<file path="config.mk">
export PLATFORM = sky130hd
export DESIGN_NAME = ysyx_24090003_imm_stage
export DESIGN_NICKNAME = d
export VERILOG_FILES = /design/src/rtl/ysyx_24090003_imm_stage.sv
export SDC_FILE = /design/constraint.sdc
export NUM_CORES = 1
export LEC_CHECK = 0
export ABC_AREA = 1
export CAP_MARGIN = 40
export CORE_ASPECT_RATIO = 1.75
export CORE_MARGIN = 2
export CORE_UTILIZATION = 34
export DETAILED_ROUTE_END_ITERATION = 12
export GPL_TIMING_DRIVEN = 0
export SLEW_MARGIN = 20
export SYNTH_ARGS = -nofsm -noshare
export SYNTH_HDL_FRONTEND = slang
export SYNTH_SLANG_ARGS = --single-unit
</file>
<file path="constraint.sdc">
create_clock -name clk -period 2.1 [get_ports clk]
set_clock_uncertainty 0.2 [all_clocks]
set_input_delay 0.315 -clock clk [delete_from_list [all_inputs] [get_ports clk]]
set_output_delay 0.315 -clock clk [all_outputs]
set_load 0.01 [all_outputs]
</file>
<file path="src/rtl/ysyx_24090003_imm_stage.sv">
// Immediate-extraction stage: classifies the instruction format, builds the XLEN-wide
// immediate and pc+imm target, and holds results in a 2-entry skid FIFO toward the EXU.
module ysyx_24090003_imm_stage #(
  parameter int XLEN        = 32,
  parameter bit ENABLE_ZIMM = 1'b1
) (
  input  logic            clk,
  input  logic            rst_n,
  input  logic            flush,
  input  logic            in_valid,
  output logic            in_ready,
  input  logic [31:0]     in_inst,
  input  logic [XLEN-1:0] in_pc,
  output logic            out_valid,
  input  logic            out_ready,
  output logic [31:0]     out_inst,
  output logic [XLEN-1:0] out_pc,
  output logic [XLEN-1:0] out_imm,
  output logic [2:0]      out_itype,
  output logic [XLEN-1:0] out_target
);

  localparam logic [2:0] IT_NONE = 3'd0;
  localparam logic [2:0] IT_I    = 3'd1;
  localparam logic [2:0] IT_S    = 3'd2;
  localparam logic [2:0] IT_B    = 3'd3;
  localparam logic [2:0] IT_U    = 3'd4;
  localparam logic [2:0] IT_J    = 3'd5;
  localparam logic [2:0] IT_Z    = 3'd6;

  function automatic logic [2:0] classify(input logic [31:0] inst);
    logic [2:0] t;
    t = IT_NONE;
    case (inst[6:0])
      7'b0000011, 7'b0010011, 7'b1100111: t = IT_I;
      7'b0011011: t = (XLEN == 64) ? IT_I : IT_NONE;
      7'b1110011: t = (inst[14] && ENABLE_ZIMM) ? IT_Z : IT_I;
      7'b0100011: t = IT_S;
      7'b1100011: t = IT_B;
      7'b0110111, 7'b0010111: t = IT_U;
      7'b1101111: t = IT_J;
      default:    t = IT_NONE;
    endcase
    return t;
  endfunction

  // Signed intermediates make the XLEN size cast perform the sign extension.
  function automatic logic [XLEN-1:0] extractImm(input logic [31:0] inst,
                                                 input logic [2:0]  itype);
    logic signed [11:0] immI;
    logic signed [11:0] immS;
    logic signed [12:0] immB;
    logic signed [31:0] immU;
    logic signed [20:0] immJ;
    logic [XLEN-1:0]    r;
    immI = inst[31:20];
    immS = {inst[31:25], inst[11:7]};
    immB = {inst[31], inst[7], inst[30:25], inst[11:8], 1'b0};
    immU = {inst[31:12], 12'b0};
    immJ = {inst[31], inst[19:12], inst[20], inst[30:21], 1'b0};
    r = '0;
    case (itype)
      IT_I:    r = XLEN'(immI);
      IT_S:    r = XLEN'(immS);
      IT_B:    r = XLEN'(immB);
      IT_U:    r = XLEN'(immU);
      IT_J:    r = XLEN'(immJ);
      IT_Z:    r = XLEN'(inst[19:15]);
      default: r = '0;
    endcase
    return r;
  endfunction

  // Stage p0: combinational decode and target add ahead of the buffer write
  logic [2:0]      itype_p0;
  logic [XLEN-1:0] imm_p0;
  logic [XLEN-1:0] target_p0;

  always_comb begin
    itype_p0  = classify(in_inst);
    imm_p0    = extractImm(in_inst, itype_p0);
    target_p0 = in_pc + imm_p0;
  end

  // Stage p1: 2-entry FIFO storage
  logic [31:0]     instBuf   [0:1];
  logic [XLEN-1:0] pcBuf     [0:1];
  logic [XLEN-1:0] immBuf    [0:1];
  logic [2:0]      itypeBuf  [0:1];
  logic [XLEN-1:0] targetBuf [0:1];
  logic            headPtr;
  logic            tailPtr;
  logic [1:0]      count;
  logic            doPush;
  logic            doPop;

  assign in_ready  = (count != 2'd2);
  assign out_valid = (count != 2'd0);
  assign doPush    = in_valid & in_ready;
  assign doPop     = out_valid & out_ready;

  always_ff @(posedge clk or negedge rst_n) begin
    if (!rst_n) begin
      headPtr <= 1'b0;
      tailPtr <= 1'b0;
      count   <= 2'd0;
      for (int i = 0; i < 2; i++) begin
        instBuf[i]   <= '0;
        pcBuf[i]     <= '0;
        immBuf[i]    <= '0;
        itypeBuf[i]  <= IT_NONE;
        targetBuf[i] <= '0;
      end
    end else if (flush) begin
      headPtr <= 1'b0;
      tailPtr <= 1'b0;
      count   <= 2'd0;
    end else begin
      if (doPush) begin
        instBuf[tailPtr]   <= in_inst;
        pcBuf[tailPtr]     <= in_pc;
        immBuf[tailPtr]    <= imm_p0;
        itypeBuf[tailPtr]  <= itype_p0;
        targetBuf[tailPtr] <= target_p0;
        tailPtr            <= ~tailPtr;
      end
      if (doPop) begin
        headPtr <= ~headPtr;
      end
      case ({doPush, doPop})
        2'b10:   count <= count + 2'd1;
        2'b01:   count <= count - 2'd1;
        default: count <= count;
      endcase
    end
  end

  // Output: head entry, forced to zero while the buffer is empty
  always_comb begin
    out_inst   = '0;
    out_pc     = '0;
    out_imm    = '0;
    out_itype  = IT_NONE;
    out_target = '0;
    if (out_valid) begin
      out_inst   = instBuf[headPtr];
      out_pc     = pcBuf[headPtr];
      out_imm    = immBuf[headPtr];
      out_itype  = itypeBuf[headPtr];
      out_target = targetBuf[headPtr];
    end
  end

endmodule
</file>
* Yosys cells after proc, flatten, opt, wreduce, memory -nomap -nowiden
Index checks and enable logic that the tools add are counted. W data, S select, Z words.
Cells by class: bitwise logic cells 7, multipliers 0, divide/modulo/power cells 0, equality and inequality tests 18, magnitude comparators 3, add/sub/neg operators 3, mux-type cells 38, shifts and indexed selects 0, reductions and logical operators 8
Operator list (number):
- $mux W32 | 17
- $bwmux W64 | 4
- $pmux W32 S6 | 1
- $add A32 B32 Y32 | 1
- $demux W32 S1 | 1
- $eq A7 B7 Y1 const B | 4
- $mux W3 | 6
- $pmux W3 S6 | 1
- $eq A7 B5 Y1 const B | 2
- $eq A7 B6 Y1 const B | 2
- $eq A3 B3 Y1 const B | 3
- $eq A7 B2 Y1 const B | 1
- $bwmux W6 | 1
- $eq A3 B2 Y1 const B | 2
- $reduce_bool A2 Y1 | 3
- $ge A2 B2 Y1 const B | 2
- $mux W1 | 4
- $not A1 Y2 | 2
- $pmux W2 S2 | 1
- $demux W3 S1 | 1
- $eq A3 B1 Y1 const B | 1
- $not A1 Y1 | 3
- $reduce_bool A3 Y1 | 1
- $reduce_or A3 Y1 | 1
- other kinds (11) | 12
Word-level totals: bits in writable memories 0, input port bits 69, output and inout port bits 133, bits in read-only memories 0, memories 0, register bits 266, latch bits 0

* Logic depth before layout (Yosys ltp)
depth after elaboration 7, depth in mapped cells 22, mapped depth without buffers 22

* Least setup slack after synthesis
No wires, ideal clock.
kind in2reg, start point in in_inst[3], end point reg targetBuf[13] (netlist name), data arrival time 2626 ps, setup time 132 ps, path buffers 1, stages 20, setup slack -858 ps, cells stage by stage inv_1 nand2_2 nor2_2 buf_6 nand2_1 nor2_4 inv_2 o31ai_2 nand3b_1 nand3_2 ha_1 a21oi_1 nand2_1 nand2_1 nand2_1 nand2_1 nand3_1 or2_2 nand3_1 o21ai_0
Between the ends: word-level cells in the longest chain between the ends 7, elaborated cells on any way between the ends 21, those cells by class 1 x add/sub; 15 x eq/ne; 3 x mux; 2 x reduce/logical
Ends and longest elaborated chain:
- from (decl) | line 12 | input logic [31:0] in_inst,
- $eq A7 B2 Y1 (tied with other cells) | line 34 | case (inst[6:0])
- $reduce_or A3 Y1 or $reduce_or A2 Y1 (tied branches) | line 34
- $pmux W3 S6 (*) | line 34
- $eq A3 B3 Y1 (tied with other cells) | line 62 | case (itype)
- $pmux W32 S6 (*) | line 62
- named net imm_p0[2] | line 76 | logic [XLEN-1:0] imm_p0;
- $add A32 B32 Y32 (*) | line 82 | target_p0 = in_pc + imm_p0;
- $bwmux W64 (*) | line 124 | targetBuf[tailPtr] <= target_p0;
- to (signal, indexed assignment) | line 124
- to (decl) | line 90 | logic [XLEN-1:0] targetBuf [0:1];
Mark *: on every way through the listed nets, which the timed path passes. The rest lies on a longest branch. A chain may end at the register's enable or synchronous reset.

* Worst setup path after layout
start point in in_inst[6], end point reg targetBuf[11] (netlist name)
Same word-level chain as after synthesis.

==> results by group <==
Synthesis
  – Synth cell types: 41
  – Register area share after synthesis: 46.3%
  – Syn Inst Count: 1961
  – Xor-xnor portion of the synthesized cell area: 0.730%
  – Synth Area in Simple Gates: 26.1%
  – FF+latch count, synth: 266
  – Post-Syn Area: 14400 um^2
  – Avg Synthesized Cell Area: 7.34 um^2
  – Post-Synth Adder-Cell Area: 2.83%
  – Syn Nets: 2062
  – Largest family of logic cells by synthesized area: simple AND/OR/NAND/NOR gates
  – Compound-Gate Fraction of Synth Area: 16.4%
  – Post-synthesis mux area share: 0%
  – Yosys warning count: 0

Final layout
  – Cell Count, Final, Fillers Out: 2964
  – Fill count: 3351
  – Final #Nets: 2492
  – Post-Layout Inst Area: 25100 um^2
  – Layout cells sized above 1: 45.0%
  – Leading cell type in the layout, fill and taps excluded: nand2_1
  – Most frequent cells in the layout: nand2_1, dfrtp_1, inv_1, o21ai_1, buf_4
  – # diodes: 0
  – P&R area growth vs syn: 74.6%

Outcome
  – Status: complete, but fails checks
  – Failing checks: negative setup slack

Timing
  – Fin. max-slew vios: 0
  – FMAX: 0.365 GHz
  – Final worst slack: -0.642 ns
  – Setup TNS: -71.70 ns
  – Fin. Hold Viols: 0
  – Max-slew headroom: 52.1%
  – Fin crit share: 131%
  – # setup viols final: 192
  – Min cycle time layout: 2.74 ns
  – RSZ-0062 raised after global routing: true
  – Worst Tran Pin Value: 0.719 ns

Clocking
  – CTS clk-pin slew, worst paths: 0.07 ns
  – Cts bufs inserted: 25
  – H-Tree Level Count: 1
  – Root buffer cell: clkbuf_16
  – CTS tree: yes
  – # clock sinks: 266
  – Clk Latency, worst-skew pair: 0.57 ns
  – Clock Tree Buf Depth: 3

Floorplanning
  – # rows: 99
  – Initial core utilization: 34.5%
  – Die Area: 44100 um^2
  – Core Region: 41700 um^2
  – Ports: 202
  – Die Span Y: 276 um
  – Die Wd: 160 um

Run
  – Max Cap Viol: 0

Global routing
  – First-pass GRT wire length: 94.3 mm
  – Largest net degree at the start of global routing: 97
  – Gr usage total: 27.7%
  – Initial antenna violation count: 0
  – Number of global-route vias before repair: 15872
  – GRT overflow: 0

Routing
  – ANT nets after route: 0
  – Pre-antenna DRT Iters: 5
  – WL final: 66.2 mm
  – 1st-iter DRT viols: 1227
  – Via density per instance: 5.38
  – Routed WL per cell: 22.3 um
  – Residual DRC: 0
  – Vias: 15942

Placed design
  – Final HPWL DP: 43.6 mm
  – Placed Area: 17600 um^2
  – GP Congestion: 0.965
  – Placed cell count: 2719
  – Port bufs: 199

Critical path
  – Class of the most critical setup path: in -> reg
  – Critical path data arrival time: 2.99 ns
  – Setup crit start kind: input port
  – CP Max Fanout: 5
  – Worst Setup End Kind: flip-flop
  – CP required: 2.35 ns

Hold path
  – Hold Path Class: in -> async

Power and ir drop
  – Cell Pwr Density: 1100 nW/um^2
  – Leak Pwr: 12.0 nW
  – Final Total Pwr: 0.0277 W
  – Worst ir drop on vdd: 0.513 mV
==> path summary, 6_finish.rpt <==
kind                                     from       endpoint  slack, ns  depth (start not counted)
max in group asynchronous               rst_n      pcBuf[37]       0.33                          4
min in group clk                  in_inst[14]    instBuf[46]       0.07                          3
worst max register to register       count[0]  targetBuf[56]      -0.23                         10
worst max-delay path               in_inst[6]  targetBuf[11]      -0.64                         20
worst min register to register  targetBuf[52]  targetBuf[52]       0.29                          2
worst min-delay path                    rst_n     immBuf[17]       0.05                          2
==> sequential cells by signal (all words and copies together) (netlist names) <==
| name | cells |
|---|---|
| immBuf | 64 |
| pcBuf | 64 |
| itypeBuf | 6 |
| targetBuf | 64 |
| instBuf | 64 |
| count | 2 |
| tailPtr | 1 |
| headPtr | 1 |
==> power by group <==
part / switching [W] / total, W / internal, W
clock network: 0.00216 / 0.00506 / 0.00290
registers: 0.00146 / 0.00843 / 0.00697
logic: 0.00758 / 0.0142 / 0.00666
total: 0.0112 / 0.0277 / 0.0165
==> area by class of cell <==
cell class | count | area [um^2] | area share [%]
Clock inverter | 11 | 173 | 0.687
Tap cell | 555 | 694 | 2.76
Buffer | 97 | 1270 | 5.06
Timing Repair Buffer | 408 | 4230 | 16.8
Clock buffer | 34 | 719 | 2.86
Inverter | 181 | 752 | 2.99
Sequential cell | 266 | 6660 | 26.5
Multi-Input combinational cell | 1412 | 10600 | 42.3
==> cells in the mapped netlist <==
library cell | count | share of area [%]
nor4_1 | 1 | 0.044
ha_1 | 31 | 2.7
nand4_1 | 11 | 0.48
nor2_4 | 1 | 0.078
o21bai_1 | 5 | 0.26
inv_2 | 7 | 0.18
nand2_1 | 741 | 19
dfrtp_1 | 266 | 46
nor2_1 | 59 | 1.5
o21ai_1 | 111 | 3.9
buf_6 | 2 | 0.16
a21oi_1 | 170 | 5.9
nand3_1 | 64 | 2.2
xor2_1 | 2 | 0.12
fa_1 | 1 | 0.14
nor3_1 | 7 | 0.24
xnor2_1 | 10 | 0.61
a211o_1 | 6 | 0.37
nor3_4 | 2 | 0.23
clkbuf_1 | 79 | 2.1
o21a_1 | 1 | 0.052
nand3_2 | 6 | 0.42
o2111ai_1 | 1 | 0.061
o221ai_1 | 2 | 0.12
nand2_2 | 5 | 0.22
nand2_4 | 3 | 0.23
buf_2 | 15 | 0.52
nand4_4 | 1 | 0.15
or2_2 | 2 | 0.087
inv_1 | 174 | 4.5
buf_4 | 1 | 0.052
a21oi_4 | 1 | 0.11
a21o_1 | 3 | 0.16
o22ai_1 | 1 | 0.044
nor3b_1 | 1 | 0.052
o21ai_0 | 135 | 4.7
o31ai_2 | 1 | 0.087
nand3b_1 | 14 | 0.73
o21ai_2 | 11 | 0.67
nor2_2 | 2 | 0.087
buf_1 | 5 | 0.13
==> cells by family after synthesis <==
kind of cell               count (synthesis)
AOI/OAI and AO/OA                        448
and+or+nand+nor                          920
buffers and inverters                    283
DFF                                      266
adders and majority gates                 32
xor gates and xnor gates                  12
==> repair_timing <==
action                                  4_1_cts  5_1_grt
hold buffers                                  9        0
endpoints found under the setup margin      387      404
setup buffers                               126       44
pin swaps                                   178      179
endpoints found under the hold margin        91        0
gates cloned                                 18       13
gates resized for setup                    1356      492
==> worst max-delay path, cell delays in order <==
cell	delay, ns
buf_6	0.12
inv_4	0.09
nor2_4	0.06
buf_12	0.14
nand2_8	0.08
inv_4	0.04
nor2_2	0.09
nand4_1	0.25
nand3b_1	0.25
nand3_4	0.19
ha_4	0.30
nand2_2	0.10
nand2_2	0.09
a21oi_4	0.16
nand2_4	0.10
nand2_1	0.11
nand2_4	0.08
buf_4	0.16
xnor2_4	0.19
o21ai_1	0.08
==> routing by layer <==
metal  GRT usage [%]  wire [um]
met5               0          0
met3            3.42       3410
met2            49.1      33800
met4            19.4       5830
met1            30.4      23200
==> metrics by stage <==
| step | hold WS [ns] | util, % | setup WS, ns |
|---|---|---|---|
| 2_1_floorplan | -0.181 | - | -0.611 |
| 3_3_place_gp | 0.258 | 41.9 | -10.95 |
| 3_5_place_dp | 0.138 | 42.1 | -2.41 |
| 4_1_cts | 0.0354 | 54.3 | -0.437 |
| 5_1_grt | 0.0835 | 60.2 | -0.677 |
| 6_report | 0.0507 | 60.2 | -0.642 |
Note: power is estimated with default switching activity, not from simulation.
